## src/rtl/axi_interface_pkg.sv

```systemverilog
// Shared AXI types plus the burst helpers used by the read slave.
// Beat-address math is modulo 2^AXI_ADDR_SIZE; there is no 4 KB boundary handling.
package axi_interface_pkg;

  localparam int AXI_ADDR_SIZE = 32;
  localparam int AXI_DATA_SIZE = 4;

  typedef enum logic [1:0] {
    BURST_FIXED = 2'b00,
    BURST_INCR  = 2'b01,
    BURST_WRAP  = 2'b10,
    BURST_RSVD  = 2'b11
  } axi_burst_t;

  typedef enum logic [2:0] {
    SIZE_BYTE  = 3'd0,
    SIZE_HALF  = 3'd1,
    SIZE_WORD  = 3'd2,
    SIZE_DWORD = 3'd3,
    SIZE_16B   = 3'd4,
    SIZE_32B   = 3'd5,
    SIZE_64B   = 3'd6,
    SIZE_128B  = 3'd7
  } axi_burst_size_t;

  typedef enum logic [1:0] {
    RD_IDLE  = 2'd0,
    RD_ISSUE = 2'd1,
    RD_DRAIN = 2'd2
  } rd_state_t;

  // Bit n is set when ARLEN == n is a legal WRAP length (2, 4, 8 or 16 beats).
  localparam logic [15:0] WRAP_LEGAL_LENS = 16'h808A;

  function automatic logic wrap_len_legal(input logic [7:0] len);
    return (len[7:4] == 4'd0) && WRAP_LEGAL_LENS[len[3:0]];
  endfunction

  function automatic logic [AXI_ADDR_SIZE-1:0] next_burst_address(
    input logic [AXI_ADDR_SIZE-1:0] addr,
    input axi_burst_size_t          size,
    input logic [7:0]               len,
    input axi_burst_t               burst
  );
    logic [AXI_ADDR_SIZE-1:0] nbytes;
    logic [AXI_ADDR_SIZE-1:0] bound;
    nbytes = AXI_ADDR_SIZE'(1) << size;
    bound  = (AXI_ADDR_SIZE'(len) + AXI_ADDR_SIZE'(1)) << size;
    if (burst == BURST_FIXED) begin
      return addr;
    end else if (burst == BURST_WRAP && wrap_len_legal(len)) begin
      return (addr & ~(bound - AXI_ADDR_SIZE'(1))) |
             ((addr + nbytes) & (bound - AXI_ADDR_SIZE'(1)));
    end else begin
      // Illegal WRAP lengths and the reserved encoding fall back to INCR.
      return (addr & ~(nbytes - AXI_ADDR_SIZE'(1))) + nbytes;
    end
  endfunction

endpackage

```

## src/rtl/axi_read_response_fifo.sv

```systemverilog
// Show-ahead FIFO holding {data, last} read responses; head entry is visible while not empty.
// Push on a full FIFO and pop on an empty FIFO are dropped; the owner guarantees neither happens.
module axi_read_response_fifo
  import axi_interface_pkg::*;
#(
  parameter int WIDTH = AXI_DATA_SIZE * 8 + 1,
  parameter int DEPTH = 4,
  localparam int AW   = $clog2(DEPTH)
) (
  input  logic             ACLK,
  input  logic             ARESET,
  input  logic             push_i,
  input  logic [WIDTH-1:0] push_data_i,
  input  logic             pop_i,
  output logic [WIDTH-1:0] head_data_o,
  output logic             empty_o,
  output logic             full_o,
  output logic [AW:0]      count_o
);

  logic [WIDTH-1:0] mem_q [DEPTH];
  logic [AW-1:0]    wr_ptr_q, wr_ptr_d;
  logic [AW-1:0]    rd_ptr_q, rd_ptr_d;
  logic [AW:0]      count_q, count_d;
  logic             do_push, do_pop;

  assign empty_o     = (count_q == '0);
  assign full_o      = (count_q == (AW+1)'(DEPTH));
  assign count_o     = count_q;
  assign head_data_o = mem_q[rd_ptr_q];
  assign do_push     = push_i && !full_o;
  assign do_pop      = pop_i && !empty_o;

  always_comb begin
    wr_ptr_d = wr_ptr_q;
    rd_ptr_d = rd_ptr_q;
    count_d  = count_q + {{AW{1'b0}}, do_push} - {{AW{1'b0}}, do_pop};
    if (do_push) wr_ptr_d = wr_ptr_q + 1'b1;
    if (do_pop)  rd_ptr_d = rd_ptr_q + 1'b1;
  end

  always_ff @(posedge ACLK or posedge ARESET) begin
    if (ARESET) begin
      wr_ptr_q <= '0;
      rd_ptr_q <= '0;
      count_q  <= '0;
      for (int i = 0; i < DEPTH; i++) mem_q[i] <= '0;
    end else begin
      wr_ptr_q <= wr_ptr_d;
      rd_ptr_q <= rd_ptr_d;
      count_q  <= count_d;
      if (do_push) mem_q[wr_ptr_q] <= push_data_i;
    end
  end

endmodule

```

## src/rtl/axi_read_slave.sv

```systemverilog
// AXI read slave: expands one AR burst into per-beat memory reads and returns the data on R.
// Reads are only issued while outstanding + buffered responses leave room in the response FIFO.
module axi_read_slave
  import axi_interface_pkg::*;
#(
  parameter int FIFO_DEPTH = 4
) (
  input  logic                       ACLK,
  input  logic                       ARESET,
  input  logic [AXI_ADDR_SIZE-1:0]   ARADDR,
  input  logic [7:0]                 ARLEN,
  input  axi_burst_size_t            ARSIZE,
  input  axi_burst_t                 ARBURST,
  input  logic                       ARVALID,
  output logic                       ARREADY,
  output logic [AXI_DATA_SIZE*8-1:0] RDATA,
  output logic                       RLAST,
  output logic                       RVALID,
  input  logic                       RREADY,
  output logic                       read_o,
  output logic [AXI_ADDR_SIZE-1:0]   read_address_o,
  input  logic [AXI_DATA_SIZE*8-1:0] read_data_i,
  input  logic                       read_valid_i
);

  localparam int DW    = AXI_DATA_SIZE * 8;
  localparam int IDX_W = $clog2(FIFO_DEPTH);
  localparam int CNT_W = IDX_W + 1;
  localparam logic [CNT_W:0] DEPTH_C  = (CNT_W+1)'(FIFO_DEPTH);
  localparam logic [2:0]     MAX_SIZE = 3'($clog2(AXI_DATA_SIZE));

  rd_state_t                state_q, state_d;
  logic [AXI_ADDR_SIZE-1:0] addr_q, addr_d;
  logic [7:0]               len_q, len_d;
  axi_burst_size_t          size_q, size_d;
  axi_burst_t               burst_q, burst_d;
  logic [7:0]               beat_q, beat_d;
  logic [CNT_W-1:0]         out_q, out_d;
  logic [FIFO_DEPTH-1:0]    last_q, last_d;

  logic             ar_fire, issue, issue_last, rsp_accept, r_fire;
  logic [CNT_W-1:0] fifo_count;
  logic [CNT_W:0]   inflight;
  logic             fifo_empty, fifo_full;
  logic [DW:0]      fifo_head;

  assign ar_fire    = ARVALID && ARREADY;
  assign inflight   = {1'b0, out_q} + {1'b0, fifo_count};
  // The credit uses this cycle's FIFO count, so a pop in the same cycle frees nothing yet.
  assign issue      = (state_q == RD_ISSUE) && (inflight < DEPTH_C);
  assign issue_last = (beat_q == len_q);
  assign rsp_accept = read_valid_i && (out_q != '0);
  assign RVALID     = !fifo_empty;
  assign RDATA      = fifo_head[DW:1];
  assign RLAST      = fifo_head[0];
  assign r_fire     = RVALID && RREADY;

  always_comb begin
    state_d        = state_q;
    addr_d         = addr_q;
    len_d          = len_q;
    size_d         = size_q;
    burst_d        = burst_q;
    beat_d         = beat_q;
    ARREADY        = (state_q == RD_IDLE);
    read_o         = issue;
    read_address_o = addr_q;
    case (state_q)
      RD_IDLE: begin
        if (ar_fire) begin
          addr_d  = ARADDR;
          len_d   = ARLEN;
          size_d  = ARSIZE;
          burst_d = ARBURST;
          beat_d  = '0;
          state_d = RD_ISSUE;
        end
      end
      RD_ISSUE: begin
        if (issue) begin
          addr_d = next_burst_address(addr_q, size_q, len_q, burst_q);
          beat_d = beat_q + 8'd1;
          if (issue_last) state_d = RD_DRAIN;
        end
      end
      RD_DRAIN: begin
        if (r_fire && RLAST) state_d = RD_IDLE;
      end
      default: state_d = RD_IDLE;
    endcase
  end

  // Per-beat last flags ride in issue order; entry 0 belongs to the oldest outstanding read.
  always_comb begin
    last_d = last_q;
    out_d  = out_q;
    if (rsp_accept) begin
      last_d = last_q >> 1;
      out_d  = out_q - CNT_W'(1);
    end
    if (issue) begin
      last_d[out_d[IDX_W-1:0]] = issue_last;
      out_d = out_d + CNT_W'(1);
    end
  end

  always_ff @(posedge ACLK or posedge ARESET) begin
    if (ARESET) begin
      state_q <= RD_IDLE;
      addr_q  <= '0;
      len_q   <= '0;
      size_q  <= SIZE_BYTE;
      burst_q <= BURST_FIXED;
      beat_q  <= '0;
      out_q   <= '0;
      last_q  <= '0;
    end else begin
      state_q <= state_d;
      addr_q  <= addr_d;
      len_q   <= len_d;
      size_q  <= size_d;
      burst_q <= burst_d;
      beat_q  <= beat_d;
      out_q   <= out_d;
      last_q  <= last_d;
    end
  end

  axi_read_response_fifo #(
    .WIDTH (DW + 1),
    .DEPTH (FIFO_DEPTH)
  ) u_rsp_fifo (
    .ACLK        (ACLK),
    .ARESET      (ARESET),
    .push_i      (rsp_accept),
    .push_data_i ({read_data_i, last_q[0]}),
    .pop_i       (r_fire),
    .head_data_o (fifo_head),
    .empty_o     (fifo_empty),
    .full_o      (fifo_full),
    .count_o     (fifo_count)
  );

  a_wrap_len: assert property (@(posedge ACLK) disable iff (ARESET)
    (ar_fire && ARBURST == BURST_WRAP) |-> wrap_len_legal(ARLEN));
  a_size: assert property (@(posedge ACLK) disable iff (ARESET)
    ar_fire |-> (ARSIZE <= MAX_SIZE));
  a_no_overflow: assert property (@(posedge ACLK) disable iff (ARESET)
    rsp_accept |-> !fifo_full);

endmodule

```

## config.mk

```make
export PLATFORM = sky130hd
export DESIGN_NAME = axi_read_slave
export DESIGN_NICKNAME = d
export VERILOG_FILES = /design/src/rtl/axi_interface_pkg.sv /design/src/rtl/axi_read_response_fifo.sv /design/src/rtl/axi_read_slave.sv
export SDC_FILE = /design/constraint.sdc
export NUM_CORES = 1
export LEC_CHECK = 0
export BUFFER_PORTS_ARGS = -buffer_cell sky130_fd_sc_hd__buf_2
export CORE_MARGIN = 2
export CORE_UTILIZATION = 35
export CTS_CLUSTER_SIZE = 30
export DETAILED_ROUTE_END_ITERATION = 7
export GPL_TIMING_DRIVEN = 0
export PLACE_DENSITY = 0.61
export SLEW_MARGIN = 20
export SYNTH_ARGS = -nofsm -noshare
export SYNTH_HDL_FRONTEND = slang
export SYNTH_SLANG_ARGS = --single-unit
```

## constraint.sdc

```tcl
create_clock -name ACLK -period 6.6 [get_ports ACLK]
set_clock_uncertainty 0.1 [all_clocks]
set_input_delay 1.32 -clock ACLK [delete_from_list [all_inputs] [get_ports ACLK]]
set_output_delay 1.32 -clock ACLK [all_outputs]
set_load 0.01 [all_outputs]
```

==> flow_metrics.tcl <==
set metrics [dict create \
    status "finished, final reports clean" \
    drtIter0Drc 529 \
    synth_top_area_cell "dfrtp_1" \
    internal_power_mw 4.44 \
    synth_cells 1153 \
    rsz0062_at_grt "no" \
    diodes 0 \
    power_density_nw_per_um2 532 \
    setup_viol_count_final 0 \
    cts_max_level 1 \
    grt.overflow.total 0 \
    grt_max_degree 35 \
    yosysMostFrequentCell "dfrtp_1" \
    crit_path_start_kind "flip-flop" \
    drc 0 \
    synth-simple-area-share_pct 13.2 \
    worstPathCellList "clkbuf_1, clkbuf_1, buf_2, buf_1, clkbuf_1, nor2_1, ha_1, ha_1, o221ai_1, o21ai_1, a221oi_1, nor2_1, nor2_1, o311ai_1, o2bb2ai_1, a31oi_1" \
    cts_made_buffers 24 \
    synth_xor_area_share_pct 4.40 \
    synth_edf_count 0 \
    synth-seq-area-share_pct 41.6 \
    area_growth_pct 18.2 \
    clock_latency_ns 0.54 \
    post-place-ws_ns 0.919 \
    yosysWarnings 0 \
    synth.net_count 1268 \
    cts_resized 0 \
    synthArstFlopShare_pct 100 \
    worst_slack_ns 0.714 \
    cap_violations 0 \
    critPathMaxStageDelay_ns 0.91 \
    seqPwrFrac_pct 29.8 \
    place_congestion 0.923 \
    yosysUniqueCellTypes 85 \
    path_clk_slew_ns 0.06 \
    cp_max_fo 10 \
    wl_um 34200 \
    worstSetupPathType "reg -> reg" \
    clkSinkCount 201 \
    sw_frac_of_total_pct 41.6 \
    synth_flop_cell "dfrtp_1" \
    fin_crit_sh_pct 89.2 \
    antenna_found_initial 0 \
    p_comb_share_pct 53.3 \
    drive_gt1_share_pct 29.9 \
    cts_tree "built" \
    vias_per_cell 5.43 \
    pwr-share-clk_pct 16.9 \
    fin_tns_setup_ns 0 \
    drtPass1Iterations 7 \
    crit_arrival_ns 6.25 \
    grt_pass1_wl_um 54400 \
    switchingPower_mw 3.16 \
    synth.avg_cell_area_um2 10.5 \
    io_pins 150 \
    period_needed_ns 5.89 \
    synth_area_um2 12100 \
    hold_path_class "reg -> reg" \
    ir_drop_v 0.000313 \
    endpoint_kind "flip-flop" \
    num_rows 68 \
    cts-root-buf "clkbuf_16" \
    die-area_um2 36000 \
    wl_per_cell_um 19.0 \
    die_h_um 190 \
    hpwlAfterDp_um 25500 \
    max_freq_mhz 170 \
    synthMuxAreaShare_pct 19.2 \
    synth_top_family_by_area "multiplexers" \
    port-buffer-count 149 \
    grt_use_total_pct 19.0 \
    die_x_um 190 \
    synth_area_leaders "dfrtp_1 (42%), mux2_2 (13%), mux4_2 (6.3%)" \
    place_area_um2 13500 \
    drv_slew 0 \
    nets 1450 \
    postCtsHoldBufs 0 \
    grt_pass1_vias 9837 \
    synthAdderAreaFrac_pct 3.71 \
    ys_top_cells_by_count "dfrtp_1 (201), mux2_2 (136), nand2_1 (118)" \
    post_cts_buffers 0 \
    fin_area_um2 14300 \
    vias 9795 \
    worstMarginPinSlew_ns 1.06 \
    leakage_nw 6.27 \
    clockBufferDepth 3 \
    drtAntennaViolNets 0 \
    utilization_pct 41.7 \
    synth_compound_area_share_pct 14.2 \
    synth_top_area_share_pct 41.6 \
    cp.required_ns 6.96 \
    hold_viol_final 0 \
    relSlewSlack_pct 29.4 \
    core_um2 34300 \
    synth_seq_cells 201 \
    cp_slowest_cell "a221oi_1" \
    start_util_pct 35.3 \
]
==> layer usage <==
layer	vias to the layer above	global-route usage [%]	wire, um
li1	4574	-	-
met1	4815	25.2	15100
met2	330	31.5	15800
met3	76	3.50	2190
met4	0	6.41	1150
met5	-	0	0
==> layout by cell type, fill, tap and decap left out, types with 5 or more instances in the layout <==
cell type	count
o2bb2ai_1	5
buf_2	159
o31ai_1	7
o22ai_1	7
a22o_1	13
mux4_2	34
clkbuf_1	52
nor2b_1	13
and2_1	7
nor2_1	71
and4_1	5
clkbuf_16	24
mux2_2	136
inv_1	36
a31oi_1	23
a221oi_1	5
nand4_1	14
o21ai_0	52
buf_12	7
a211oi_1	5
xnor2_1	28
o21a_1	6
nand3_1	34
or3_1	5
nand2_1	118
o211ai_1	9
and3_1	11
buf_1	7
xor2_1	29
dfrtp_1	201
nand2b_1	13
nor3_1	9
a21oi_1	53
o21ai_1	17
ha_1	31
a21o_1	11
==> cell families after synthesis <==
| logic type | after synthesis |
|---|---|
| AO/OA/AOI/OAI | 253 |
| XOR/XNOR | 59 |
| adder cells (fa/ha/maj) | 35 |
| buffers and inverters | 107 |
| flip-flops | 201 |
| multiplexers | 172 |
| AND/OR/NAND/NOR | 326 |
==> critical path, delay by kind of cell (launching register included) <==
kind,cells,cell delay (ns)
fa+ha+maj,2,0.57
buf+inv,5,1.92
flops,1,0.36
compound gates,6,1.89
simple gates,3,0.95
==> stage by stage <==
step | std cells | total power [mW] | hold slack (ns)
final | 1803 | 7.60 | 0.396
after global routing | 1803 | 8.18 | 0.411
after CTS | 1803 | 7.65 | 0.400
after detailed placement | 1764 | 6.32 | 0.387
after global placement | 1757 | 6.23 | 0.382
after floorplan | 1153 | 5.11 | 0.365
==> layout make-up <==
class | count | area [um2]
Buffer | 68 | 305
Clock buffer | 32 | 641
Clock inverter | 7 | 101
Fill cell | 3368 | 20000
Inverter | 39 | 150
Multi-Input combinational cell | 845 | 6610
Sequential cell | 201 | 5030
Tap cell | 455 | 569
Timing Repair Buffer | 156 | 886
==> worst paths after layout <==
kind	start	to	slack, ns	cells past startpoint
max	size_q[2]	flip-flop	0.71	16
min	u_rsp_fifo.mem_q[38]	u_rsp_fifo.mem_q[38]	0.40	1
max reg2reg	size_q[2]	flip-flop	0.71	16
min reg2reg	u_rsp_fifo.mem_q[38]	u_rsp_fifo.mem_q[38]	0.40	1
max in group asynchronous	ARESET	u_rsp_fifo.mem_q[87]	4.80	6
min in group asynchronous	ARESET	len_q[3]	0.70	3
==> power groups by stage <==
stage	sequential [mW]	clock (mW)	combinational (mW)
2_1_floorplan	2.18	0	2.93
3_3_place_gp	2.26	0	3.97
3_5_place_dp	2.28	0	4.04
4_1_cts	2.26	1.32	4.06
5_1_grt	2.35	1.37	4.46
6_report	2.27	1.28	4.05
Power figures use the tool's default switching activity.
